### config.mk
export PLATFORM = sky130hd
export DESIGN_NAME = uart_rx_fifo
export DESIGN_NICKNAME = d
export VERILOG_FILES = /design/src/rtl/uart_rx_fifo.sv
export SDC_FILE = /design/constraint.sdc
export NUM_CORES = 1
export LEC_CHECK = 0
export CAP_MARGIN = 20
export CORE_UTILIZATION = 57
export CTS_CLUSTER_DIAMETER = 30
export CTS_CLUSTER_SIZE = 40
export DETAILED_ROUTE_END_ITERATION = 10
export DONT_BUFFER_PORTS = 1
export HOLD_SLACK_MARGIN = 0.15
export PLACE_DENSITY = 0.81
export SYNTH_ARGS = -nofsm -noshare
export SYNTH_HDL_FRONTEND = slang
export SYNTH_SLANG_ARGS = --single-unit
### constraint.sdc
create_clock -name clk -period 2.2 [get_ports clk]
set_input_delay 0.33 -clock clk [delete_from_list [all_inputs] [get_ports clk]]
set_output_delay 0.33 -clock clk [all_outputs]
set_load 0.03 [all_outputs]
### src/rtl/uart_rx_fifo.sv
// uart_rx_fifo: receive-side circular byte buffer behind uart_receiver.
// Each rising edge of rx_done writes one byte; the consumer reads the head
// over a first-word-fall-through valid/ready port. A sticky flag records
// any frame that was dropped because the buffer was full.
module uart_rx_fifo #(
  parameter int DATA_W = 8,
  parameter int DEPTH  = 16,
  localparam int ADDR_W = $clog2(DEPTH)
) (
  input  logic              clk,
  input  logic              rst,
  input  logic [DATA_W-1:0] rx_data,
  input  logic              rx_done,
  input  logic              rd_ready,
  input  logic              ovf_clr,
  output logic              rd_valid,
  output logic [DATA_W-1:0] rd_data,
  output logic [ADDR_W:0]   count,
  output logic              full,
  output logic              empty,
  output logic              overflow
);

  localparam logic [ADDR_W:0] FULL_CNT = (ADDR_W + 1)'(DEPTH);

  logic [DATA_W-1:0] r_mem [DEPTH];
  logic [ADDR_W-1:0] r_wr_ptr;
  logic [ADDR_W-1:0] r_rd_ptr;
  logic [ADDR_W:0]   r_count;
  logic              r_rx_done_q;
  logic              r_overflow;

  logic w_push;
  logic w_pop;
  logic w_full;
  logic w_empty;
  logic w_wr_en;

  // A frame is captured once, on the cycle rx_done rises.
  assign w_push  = rx_done & ~r_rx_done_q;
  assign w_full  = (r_count == FULL_CNT);
  assign w_empty = (r_count == '0);
  assign w_pop   = ~w_empty & rd_ready;
  // When full, a push is only accepted if the head leaves in the same cycle.
  assign w_wr_en = w_push & (~w_full | w_pop);

  assign rd_valid = ~w_empty;
  assign rd_data  = w_empty ? '0 : r_mem[r_rd_ptr];
  assign count    = r_count;
  assign full     = w_full;
  assign empty    = w_empty;
  assign overflow = r_overflow;

  // Storage write port.
  // NOTE: the data array has no reset; empty/valid come from r_count, so stale
  // entries are never observable, and leaving it unreset lets it map to RAM.
  always_ff @(posedge clk) begin
    if (w_wr_en) r_mem[r_wr_ptr] <= rx_data;
  end

  // Edge detector for rx_done; held at 1 in reset so a high level at release is ignored.
  // NOTE: sequential state uses non-blocking assignments so every register
  // samples pre-edge values regardless of block ordering.
  always_ff @(posedge clk or posedge rst) begin
    if (rst) r_rx_done_q <= 1'b1;
    else     r_rx_done_q <= rx_done;
  end

  // Pointers wrap naturally because DEPTH is a power of two.
  always_ff @(posedge clk or posedge rst) begin
    if (rst) begin
      r_wr_ptr <= '0;
      r_rd_ptr <= '0;
    end else begin
      if (w_wr_en) r_wr_ptr <= r_wr_ptr + 1'b1;
      if (w_pop)   r_rd_ptr <= r_rd_ptr + 1'b1;
    end
  end

  // Fill level: a simultaneous write and read leave it unchanged.
  always_ff @(posedge clk or posedge rst) begin
    if (rst) begin
      r_count <= '0;
    end else begin
      case ({w_wr_en, w_pop})
        2'b10:   r_count <= r_count + 1'b1;
        2'b01:   r_count <= r_count - 1'b1;
        default: r_count <= r_count;
      endcase
    end
  end

  // Sticky overflow; a new drop in the same cycle as a clear keeps it set.
  always_ff @(posedge clk or posedge rst) begin
    if (rst)                            r_overflow <= 1'b0;
    else if (w_push & w_full & ~w_pop)  r_overflow <= 1'b1;
    else if (ovf_clr)                   r_overflow <= 1'b0;
  end

endmodule

==> results.tsv <==
stage	metric	value	unit
sta	Tightest Pin Transition	0.854	ns
grt	first-pass GRT wire length	19400	µm
final_layout	layout cells sized above 1	41.4	%
drt	drt total wl	12800	µm
setup_path	reg-to-reg startpoint	count[0]	
worst_hold_path	Hold Startpoint	rd_ready	
final_layout	FF/Latch Area	4230	µm²
grt	largest net degree at the start of global routing	36	
setup_path	worst setup path category	reg2out	
drt	DR WL met2	6620	µm
clock_network	Clock transition at path regs	0.06	ns
synth	Post-synth EDFFs	128	
synth	cell count after synthesis	303	
worst_hold_path	end of the worst hold path	count[2]	
setup_path	Worst R2R End	count[4]	
drt	vias per inst	6.13	
synth	syn_area_per_cell	19.1	µm²
clock_network	Clk Tree Root Cell	clkbuf_8	
place	DP HPWL	6880	µm
synth	yosys warns	0	
sta	final count of negative-setup-slack endpoints	8	
power	total power	10.4	mW
synth	ys flop type	edfxtp_1	
clock_network	CTS tree	yes	
synth	area fraction of the dominant cell type after synthesis	66.5	%
setup_path	CP max FO	5	
final_layout	Post-Layout Inst Area	7290	µm²
place	IO Port Bufs	0	
final_layout	Layout Cells excl Fill	513	
final_layout	commonest non-fill, non-tap cell in the layout	edfxtp_1	
setup_path	Reg2Reg Depth	10	
worst_hold_path	worst hold path class	in2reg	
place	placed cell count	457	
drt	Vias	3144	
clock_network	clock tree buffer depth	2	
floorplan	die height	103	µm
synth	asr flop ratio synth	10.5	%
grt	initial antenna violation count	1	
sta	Tcrit/Tclk final	116	%
power	LEAKAGE	2.48	nW
grt	number of global-route vias before repair	3280	
floorplan	die width	103	µm
floorplan	row count	36	
sta	Worst slew margin	42.9	%
clock_network	CTS H-Tree Depth	4	
sta	f_max	392	MHz
synth	Synth cell types	42	
setup_path	CP startpoint	r_rd_ptr[0]	
power	Max VDD drop	0.811	mV
drt	routed length per instance	25.0	µm
sta	Final min period	2.55	ns
final_layout	Final nets	386	
place	global placer's final weighted congestion	0.883	
synth	Synth Register Bits	143	
floorplan	io pins	30	
synth	Mapped Area	5780	µm²
clock_network	Skew-Pair Late Insertion Delay	0.52	ns
setup_path	setup slack, reg-to-reg	0.05	ns
final_layout	Area Overhead vs Synth	26.0	%
outcome	status	finished with violations	
grt	total grt overflow	0	
setup_path	crit start category	register	
sta	Clock Skews	0.00812	ns
final_layout	most frequent cells in the layout	edfxtp_1 (128), mux4_2 (32), buf_4 (32)	
synth	post-synth top area cell	edfxtp_1	
power	pwr/cell area	1420	nW/µm²
sta	final setup margin	-0.350	ns
drt	DR DRC count	0	
drt	antenna viol nets, final	0	
drt	met1 wire length	5050	µm
drt	initial DRC count	233	
synth	Syn Nets	323	
drt	WL met3	899	µm
clock_network	clock sink total	143	
synth	Synth area leaders	edfxtp_1 (66%), mux4_2 (12%), dfrtp_1 (6.1%)	
setup_path	crit end category	primary output	
final_layout	Fill cells	560	
sta	final hold violation count	0	
floorplan	die area	10600	µm²
drt	first-pass detailed-route iteration total	5	
final_layout	area occupied by multi-input gates	1640	µm²
setup_path	CP arrival	2.22	ns
place	Placed Area	6230	µm²
outcome	failing checks	setup timing	
worst_hold_path	hold path depth	3	
sta	unrepaired setup endpoints after global routing	true	
clock_network	cts bufs inserted	17	
drt	DR top layer	met4	
grt	gr usage total	26.9	%
setup_path	Worst EP required	1.87	ns
sta	Slew Viols, Final	0	
job	MaxCap Viol Count	0	
floorplan	Core Area	9820	µm²
floorplan	Initial Util	58.9	%
synth	register area share after synthesis	73.0	%
-- how the worst max path moves through the flow --
stage / depth (start not counted) / slack (ns) / end
after detailed placement: 10 / 0.003 / count[4]
after global routing: 6 / -0.41 / rd_data[6]
after CTS: 6 / -0.34 / rd_data[2]
after floorplan: 12 / -0.21 / count[4]
final: 6 / -0.35 / rd_data[2]
after global placement: 4 / 0.10 / r_mem[0][6]
-- layer usage --
metal | track usage, % | vias up
met2 | 44.2 | 146
met5 | 0 | -
met4 | 12.9 | 0
li1 | - | 1357
met3 | 7.19 | 21
met1 | 33.5 | 1620
-- metrics by stage --
| stage | setup WS [ns] | hold slack (ns) | setup TNS [ns] | util [%] |
|---|---|---|---|---|
| 5_1_grt | -0.415 | 0.177 | -3.08 | 74.2 |
| 2_1_floorplan | -0.211 | 0.231 | -0.211 | - |
| 3_5_place_dp | 0.00278 | 0.310 | 0 | 63.5 |
| 6_report | -0.350 | 0.179 | -2.51 | 74.2 |
| 3_3_place_gp | 0.101 | 0.301 | 0 | 63.4 |
| 4_1_cts | -0.338 | 0.181 | -2.54 | 73.6 |
-- synthesized netlist by cell type, types with 2 or more instances --
library cell  instances
dfrtp_1              14
xnor2_1               7
buf_1                 4
mux4_2               32
buf_2                 5
nor2_1                8
clkbuf_1              6
and2_1                9
nand2_1               7
a21oi_1               9
nand2b_1              2
nor4_1                5
edfxtp_1            128
nor2b_1               3
mux2_4                2
a22oi_1              16
ha_1                  7
inv_2                 2
xor2_1                3
nor3b_1               2
inv_1                 9
nand3_1               3
-- layout make-up --
| type | instances | area share, % |
|---|---|---|
| clock buffers | 17 | 5.68 |
| clock inverters | 15 | 2.69 |
| flip-flops and latches | 143 | 58.0 |
| multi-input cells | 134 | 22.5 |
| inverters | 11 | 0.601 |
| diodes | 1 | 0.0343 |
| repair buffers | 59 | 8.27 |
| well taps | 133 | 2.28 |
-- critical path: stages, from the launching register on --
cell	delay, ns
dfrtp_2	0.40
buf_6	0.14
buf_12	0.13
mux4_2	0.53
a22oi_2	0.22
a21oi_1	0.10
buf_4	0.18
-- cell families (layout without fill, tap and decap cells) --
group | Yosys count | after routing | share of synthesized area [%]
buf+inv | 26 | 102 | 1.80
fa+ha+maj | 7 | 7 | 1.51
flops | 143 | 143 | 73.0
simple gates | 45 | 45 | 4.41
compound gates | 36 | 36 | 4.46
other cells | 0 | 1 | 0
mux | 36 | 36 | 13.3
xor+xnor | 10 | 10 | 1.51
-- power breakdown --
| group | switching [mW] | internal, mW | total, mW |
|---|---|---|---|
| registers | 0.209 | 3.22 | 3.43 |
| logic | 2.09 | 1.88 | 3.97 |
| clock network | 1.19 | 1.77 | 2.96 |
-- sequential cells by signal, indices dropped and copies added (netlist names) --
register / count
count: 5
overflow: 1
r_mem: 128
r_rd_ptr: 4
r_rx_done_q: 1
r_wr_ptr: 4
-- timing repair --
action                                 CTS  global route
hold buffers                            13             0
endpoints found under the hold margin  149             0
pin swaps                               16             6
setup buffers                            7             1
setup endpoints to repair               17            67
cloned                                   3             0
gates resized for setup                 30            13
(Power assumes the default switching activity.)
